## src/rtl/mbist_pkg.sv

```systemverilog
// Shared types for the MBIST address sequencer: address-mode and FSM state encodings.
package mbist_pkg;

    typedef enum logic [1:0] {
        ADDR_LINEAR  = 2'd0,
        ADDR_FASTROW = 2'd1,
        ADDR_COMPL   = 2'd2
    } addr_mode_e;

    typedef enum logic {
        ST_IDLE = 1'b0,
        ST_RUN  = 1'b1
    } seq_state_e;

endpackage

```

## src/rtl/mbist_addr_map.sv

```systemverilog
// Logical-to-physical address mapping; purely combinational, zero latency.
// Mode 3 is unassigned and falls back to the linear mapping.
module mbist_addr_map
    import mbist_pkg::*;
#(
    parameter int BIST_ADDR_WD = 9,
    parameter int BIST_COL_WD  = 3
) (
    input  logic [1:0]              mode,
    input  logic [BIST_ADDR_WD-1:0] lcnt,
    input  logic                    cph,
    output logic [BIST_ADDR_WD-1:0] bist_addr
);

    always_comb begin
        bist_addr = lcnt;
        case (mode)
            ADDR_FASTROW: bist_addr = {lcnt[BIST_COL_WD-1:0], lcnt[BIST_ADDR_WD-1:BIST_COL_WD]};
            ADDR_COMPL:   bist_addr = cph ? ~lcnt : lcnt;
            default:      bist_addr = lcnt;
        endcase
    end

endmodule

```

## src/rtl/mbist_addr_seq.sv

```systemverilog
// MBIST address sequencer: up/down logical counter with linear, fast-row and complement-phase mapping.
// Optional scan-loadable start/end window under MBIST_ADDR_SCAN_EN; otherwise the window is fixed.
module mbist_addr_seq
    import mbist_pkg::*;
#(
    parameter int                      BIST_ADDR_WD    = 9,
    parameter int                      BIST_COL_WD     = 3,
    parameter logic [BIST_ADDR_WD-1:0] BIST_ADDR_START = 9'h000,
    parameter logic [BIST_ADDR_WD-1:0] BIST_ADDR_END   = 9'h1F8
) (
    input  logic                    clk,
    input  logic                    rst_n,
    input  logic                    run,
    input  logic                    step,
    input  logic                    updown,
    input  logic [1:0]              mode,
    input  logic                    bist_load,
    input  logic                    bist_shift,
    input  logic                    sdi,
    output logic                    sdo,
    output logic [BIST_ADDR_WD-1:0] bist_addr,
    output logic                    last_addr,
    output logic                    pass_done,
    output logic                    busy,
    output logic                    cfg_err
);

    seq_state_e              state_q, state_d;
    logic [BIST_ADDR_WD-1:0] lcnt_q, lcnt_d;
    logic                    cph_q, cph_d;
    logic                    pass_done_q, pass_done_d;
    logic [BIST_ADDR_WD-1:0] start_addr, end_addr;
    logic [BIST_ADDR_WD-1:0] first_addr, term_addr;
    logic                    advance;

`ifdef MBIST_ADDR_SCAN_EN
    // Chain order: sdi -> start_addr MSB..LSB -> end_addr MSB..LSB -> sdo.
    logic [BIST_ADDR_WD-1:0] start_q, end_q;

    always_ff @(posedge clk) begin
        if (!rst_n) begin
            start_q <= BIST_ADDR_START;
            end_q   <= BIST_ADDR_END;
        end else if (bist_shift) begin
            start_q <= {sdi, start_q[BIST_ADDR_WD-1:1]};
            end_q   <= {start_q[0], end_q[BIST_ADDR_WD-1:1]};
        end
    end

    assign start_addr = start_q;
    assign end_addr   = end_q;
    assign sdo        = end_q[0];
`else
    logic sdo_q;
    logic unused_shift;

    always_ff @(posedge clk) begin
        if (!rst_n) sdo_q <= 1'b0;
        else        sdo_q <= sdi;
    end

    assign start_addr   = BIST_ADDR_START;
    assign end_addr     = BIST_ADDR_END;
    assign sdo          = sdo_q;
    assign unused_shift = bist_shift;
`endif

    // First/terminal addresses follow the live updown, so a direction flip needs no reload.
    assign first_addr = updown ? start_addr : end_addr;
    assign term_addr  = updown ? end_addr : start_addr;
    assign cfg_err    = start_addr > end_addr;
    assign last_addr  = (lcnt_q == term_addr) && ((mode != ADDR_COMPL) || cph_q);
    assign advance    = (state_q == ST_RUN) && run && step;
    assign busy       = (state_q == ST_RUN);
    assign pass_done  = pass_done_q;

    always_comb begin
        state_d     = state_q;
        lcnt_d      = lcnt_q;
        cph_d       = cph_q;
        pass_done_d = 1'b0;

        if (bist_load) begin
            lcnt_d = first_addr;
            cph_d  = 1'b0;
        end else if (advance) begin
            if ((mode == ADDR_COMPL) && !cph_q) begin
                cph_d = 1'b1;
            end else if (last_addr) begin
                lcnt_d      = first_addr;
                cph_d       = 1'b0;
                pass_done_d = 1'b1;
            end else begin
                lcnt_d = updown ? lcnt_q + 1'b1 : lcnt_q - 1'b1;
                cph_d  = 1'b0;
            end
        end

        case (state_q)
            ST_IDLE: begin
                if (run && !cfg_err) begin
                    state_d = ST_RUN;
                    lcnt_d  = first_addr;
                    cph_d   = 1'b0;
                end
            end
            ST_RUN: begin
                if (!run) state_d = ST_IDLE;
            end
            default: state_d = ST_IDLE;
        endcase
    end

    always_ff @(posedge clk) begin
        if (!rst_n) begin
            state_q     <= ST_IDLE;
            lcnt_q      <= BIST_ADDR_START;
            cph_q       <= 1'b0;
            pass_done_q <= 1'b0;
        end else begin
            state_q     <= state_d;
            lcnt_q      <= lcnt_d;
            cph_q       <= cph_d;
            pass_done_q <= pass_done_d;
        end
    end

    mbist_addr_map #(
        .BIST_ADDR_WD (BIST_ADDR_WD),
        .BIST_COL_WD  (BIST_COL_WD)
    ) u_map (
        .mode      (mode),
        .lcnt      (lcnt_q),
        .cph       (cph_q),
        .bist_addr (bist_addr)
    );

endmodule

```

## config.mk

```make
export PLATFORM = sky130hd
export DESIGN_NAME = mbist_addr_seq
export DESIGN_NICKNAME = d
export VERILOG_FILES = /design/src/rtl/mbist_pkg.sv /design/src/rtl/mbist_addr_map.sv /design/src/rtl/mbist_addr_seq.sv
export SDC_FILE = /design/constraint.sdc
export NUM_CORES = 1
export LEC_CHECK = 0
export ABC_AREA = 1
export CAP_MARGIN = 20
export CORE_MARGIN = 2
export CORE_UTILIZATION = 30
export CTS_CLUSTER_SIZE = 12
export DETAILED_ROUTE_END_ITERATION = 16
export GPL_TIMING_DRIVEN = 0
export SYNTH_ARGS = -nofsm -noshare
export SYNTH_HDL_FRONTEND = slang
export SYNTH_SLANG_ARGS = --single-unit
```

## constraint.sdc

```tcl
create_clock -name clk -period 4.8 [get_ports clk]
set_input_delay 0.72 -clock clk [delete_from_list [all_inputs] [get_ports clk]]
set_output_delay 0.72 -clock clk [all_outputs]
set_load 0.01 [all_outputs]
```

# After elaboration in Yosys (flattened, before gate mapping)
# Cells that the tools add are included.
# Widths: inputs -> output; s select.
dict set report word_totals {
  register_bits 13
  latch_bits 0
  ramBits 0
  mem_bits_ro 0
  output_inout_bits 14
  elab_cells 39
  mem_count 0
}
dict set report op_classes {
  n_addsub 2
  multipliers 0
  div_mod_pow 0
  n_lt_le_gt_ge 0
  eq_ne 4
  shift 0
  mux 18
  n_bitwise 3
  reduce_logical 7
}
# cell n
set op_table {}
lappend op_table {{$mux 9} 10}
lappend op_table {{$pmux 9 s2} 1}
lappend op_table {{$add 9x1->9 const B} 1}
lappend op_table {{$eq 9x9->1} 1}
lappend op_table {{$not 9->9} 1}
lappend op_table {{$sub 9x1->9 const B} 1}
lappend op_table {{$mux 1} 7}
lappend op_table {{$logic_and 1x1->1} 4}
lappend op_table {{$reduce_or 4->1} 1}
lappend op_table {{$eq 2x1->1 const B} 1}
lappend op_table {{$eq 2x2->1 const B} 1}
lappend op_table {{$ne 2x2->1 const B} 1}
lappend op_table {{$not 1->1} 2}
lappend op_table {{$logic_not 1->1} 1}
lappend op_table {{$logic_or 1x1->1} 1}

# Depth between registers and ports, before layout
dict set report depth {
  depth_word 9
  depth_mapped 12
  ltp_nobuf 12
}

# Cells and area by module
# A second synthesis with hierarchy kept.
dict set report unflattened {
  cells_unflattened 232
  hier_area_um2 1456.4
}
# module instances cells_per_inst area_each_um2 seq_area_each_um2
set modules_own_cells {}
lappend modules_own_cells {mbist_addr_seq 1 159 989.7 260.2}
lappend modules_own_cells {mbist_addr_map 1 73 466.7 0.0}

# Worst setup path before layout
# Ideal clock, no wire load.
dict set report synth_path {
  path_type {input port to output port}
  start {input port updown}
  end {output port last_addr}
  arrival_time_ns 1.662
  required_time_ns 4.080
  setup_slack_ns 2.418
  stages 6
  path_cell_list {inv_1 ha_1 nand2_2 nor2_4 nand2_4 nor2_8}
}
dict set report synth_via {
  elab_chain_cells 3
}
# element line_no
set synth_rtl {}
lappend synth_rtl {{start: declaration} mbist_addr_seq.sv:15} ;# input logic updown,
lappend synth_rtl {{$mux 9} mbist_addr_seq.sv:70} ;# assign term_addr = updown ? end_addr : start_addr;
lappend synth_rtl {{$eq 9x9->1} mbist_addr_seq.sv:72} ;# assign last_addr = (lcnt_q == term_addr) && ((mode != ADDR_COMPL) || cph_q);
lappend synth_rtl {{$logic_and 1x1->1} mbist_addr_seq.sv:72}
lappend synth_rtl {{end: declaration} mbist_addr_seq.sv:22} ;# output logic last_addr,
# Every way passes these cells.

# Worst setup path in the final report
# Same ends and word-level chain as after synthesis.

==> results by group <==
Clocking
  – CTS resizes: 0
  – Clock tree buffer depth: 2
  – Post-CTS setup buffer count: 0
  – Clock tree from TritonCTS: done
  – Post-CTS Hold Buffers: 0
  – CTS H-tree depth: 1
  – Root buf cell: clkbuf_8
  – CTS Buf Count: 3
  – Clk slew on worst S/H paths: 0.06 ns
  – Worst skew pair latency: 0.25 ns
  – CTS Sinks: 13

Final layout
  – Most frequent cells in the layout: nand2_1, inv_1, clkdlybuf4s50_1
  – Non-Filler Instances: 266
  – Final net count: 237
  – Fillcell total: 435
  – Layout cell share with drive strength beyond 1: 10.6%
  – Most common cell after layout, fill and taps aside: nand2_1
  – Layout area overhead: 26.0%
  – Diodes inserted: 0

Die
  – Die X: 67.9 µm
  – # IOs: 24
  – Die H: 67.9 µm
  – DIE AREA: 0.00461 mm²
  – Core Area: 0.00397 mm²
  – Row cnt: 23
  – Initial Util: 30.8%

GRT
  – Total Routing Usage GR: 15.1%
  – Vias in the first global route: 1,182
  – Pin count of the biggest net entering global routing: 10
  – GR peak layer: met2
  – GRT overflow: 0
  – GRT met2 Usage: 23.9%
  – Initial antenna violation count: 0
  – M3 GR Usage: 1.81%
  – GR Util met1: 20.0%
  – First-pass GRT wire length: 5.27 mm

Route
  – Vias per inst: 4.68
  – Total number of vias: 1,246
  – Antenna-violating nets left: 0
  – Iter 0 DRT Violations: 54
  – DR pass1 iterations: 4
  – WL per Instance: 11.6 µm
  – DR DRC count: 0
  – Overall routed net length: 3.09 mm

STA
  – Final number of hold-violating endpoints: 0
  – Tmin final: 3.72 ns
  – Max Fclk: 0.269 GHz
  – Max-slew violations: 0
  – Finish-stage setup viols: 0
  – Slew @ Worst Pin: 0.511 ns
  – Slew margin rel.: 65.8%
  – Total negative slack: 0 ns
  – RSZ-0062 raised after global routing: false
  – Final Cycle Share: 77.5%
  – Fin Hold WS: 0.480 ns
  – Clock Skew: 0.00323 ns

Outcome
  – Status: complete, no violations

Setup path
  – Crit Path Class: in -> out
  – CP peak stage delay: 0.57 ns
  – CP max FO: 9
  – Critical Path, Cell by Cell: clkdlybuf4s50_1, inv_1, ha_1, nand2_2, nor2_4, nand2_4, nor2_8, clkdlybuf4s50_1
  – CP Launch Type: primary input
  – Worst setup EP type: output pin
  – Critical Path AT: 3.00 ns
  – Worst Setup SP: updown
  – CP required: 4.08 ns
  – RR Startpoint: lcnt_q[0]$_SDFF_PN0_
  – Reg2reg path depth: 12
  – R2R Setup Slk: 3.07 ns
  – Reg-to-reg critical path endpoint: lcnt_q[6]$_SDFF_PN0_
  – CP endpoint: last_addr
  – Most frequent CP cell: clkdlybuf4s50_1
  – CP max-delay cell: clkdlybuf4s50_1

Pwr
  – Power per cell area: 213 mW/mm²
  – Maximum VDD drop: 105 µV
  – Leak: 0.738 nW

Min path
  – Min-delay worst type: reg -> reg
  – HP Start: cph_q$_SDFF_PN0_

Placed design
  – DP Cell Count: 262
  – Port-buffer cells: 21
  – RD Place Congestion: 0.856
  – Dpl hpwl: 2.48 mm

Synth
  – Flops & latches, synth: 13
  – Synth Instances: 191
  – Sequential area share after synthesis: 21.3%
  – Syn. warnings: 0
  – Syn Nets: 211
  – Syn_area_per_cell: 6.41 µm²
  – Count of cell types in the netlist: 31
  – Synthesized area: 0.00122 mm²

Run
  – # Max-Cap Violations: 0
## worst max-delay path, delay by kind of cell
family / cells / cell delay [ns]
adder cells (fa/ha/maj): 1 / 0.45
buffers and inverters: 3 / 1.36
AND/OR/NAND/NOR: 4 / 0.46
## where the power goes
part / total [mW] / switching (mW) / internal [mW]
clock network: 0.100 / 0.0414 / 0.0587
logic: 0.110 / 0.0633 / 0.0468
registers: 0.118 / 0.00501 / 0.113
total: 0.329 / 0.110 / 0.219
## registers in the layout, indices dropped and copies added (netlist names)
name	flops
lcnt_q	9
busy	1
cph_q	1
pass_done	1
sdo	1
## area by class of cell
| class | count | area (µm²) | share of cell area (%) |
|---|---|---|---|
| buffer | 1 | 7.51 | 0.487 |
| inverter | 36 | 135 | 8.77 |
| tap | 50 | 62.6 | 4.06 |
| timing repair buffer | 21 | 210 | 13.6 |
| clock buffer | 4 | 45.0 | 2.92 |
| multi-input combinational | 141 | 821 | 53.2 |
| sequential | 13 | 260 | 16.9 |
## routing by layer
metal,routed length (µm),part of all wire [%]
met3,194,6.3
met1,1560,51
met2,1270,41
met4,59,1.9
met5,0,0
## cells by family (layout without fill, tap and decap cells)
| family | after synthesis | count (layout) | share of synthesized area [%] |
|---|---|---|---|
| flops | 13 | 13 | 21.3 |
| xor+xnor | 4 | 4 | 3.48 |
| simple gates | 93 | 93 | 35.8 |
| other cells | 1 | 1 | 0.306 |
| compound gates | 33 | 33 | 16.7 |
| buf+inv | 37 | 62 | 11.7 |
| fa+ha+maj | 10 | 10 | 10.8 |
## cell usage after synthesis, drive strengths merged
master,number,share of area (%)
ha,9,9.2
nand3b,3,1.8
or2,2,1.0
nand2,65,21
nand3,10,4.1
o22ai,11,5.6
xnor2,3,2.8
a21oi,10,5.3
nor2,11,6.1
a211oi,2,1.6
dfxtp,13,21
clkinv,2,0.61
fa,1,1.6
xor2,1,0.72
inv,34,10
conb,1,0.31
nor4,1,1.0
o21ai,10,4.1
buf,1,0.61
nand4,1,0.51
## how the worst min path moves through the flow
stage / endpoint / slack (ns) / depth (start not counted)
2_1_floorplan: cph_q$_SDFF_PN0_ / 0.45 / 2
3_3_place_gp: cph_q$_SDFF_PN0_ / 0.46 / 2
3_5_place_dp: cph_q$_SDFF_PN0_ / 0.47 / 2
4_1_cts: cph_q$_SDFF_PN0_ / 0.48 / 2
5_1_grt: cph_q$_SDFF_PN0_ / 0.52 / 2
6_report: cph_q$_SDFF_PN0_ / 0.48 / 2
## through the flow
step / util (%) / total power, mW / cell area (µm²) / setup slack [ns]
after floorplan: - / 0.194 / 1220 / 2.42
after global placement: 37.7 / 0.230 / 1500 / 1.07
after detailed placement: 37.7 / 0.230 / 1500 / 1.06
after CTS: 38.8 / 0.328 / 1540 / 1.06
after global routing: 38.8 / 0.349 / 1540 / 0.955
final: 38.8 / 0.329 / 1540 / 1.08
Note: power is estimated with default switching activity, not from simulation.
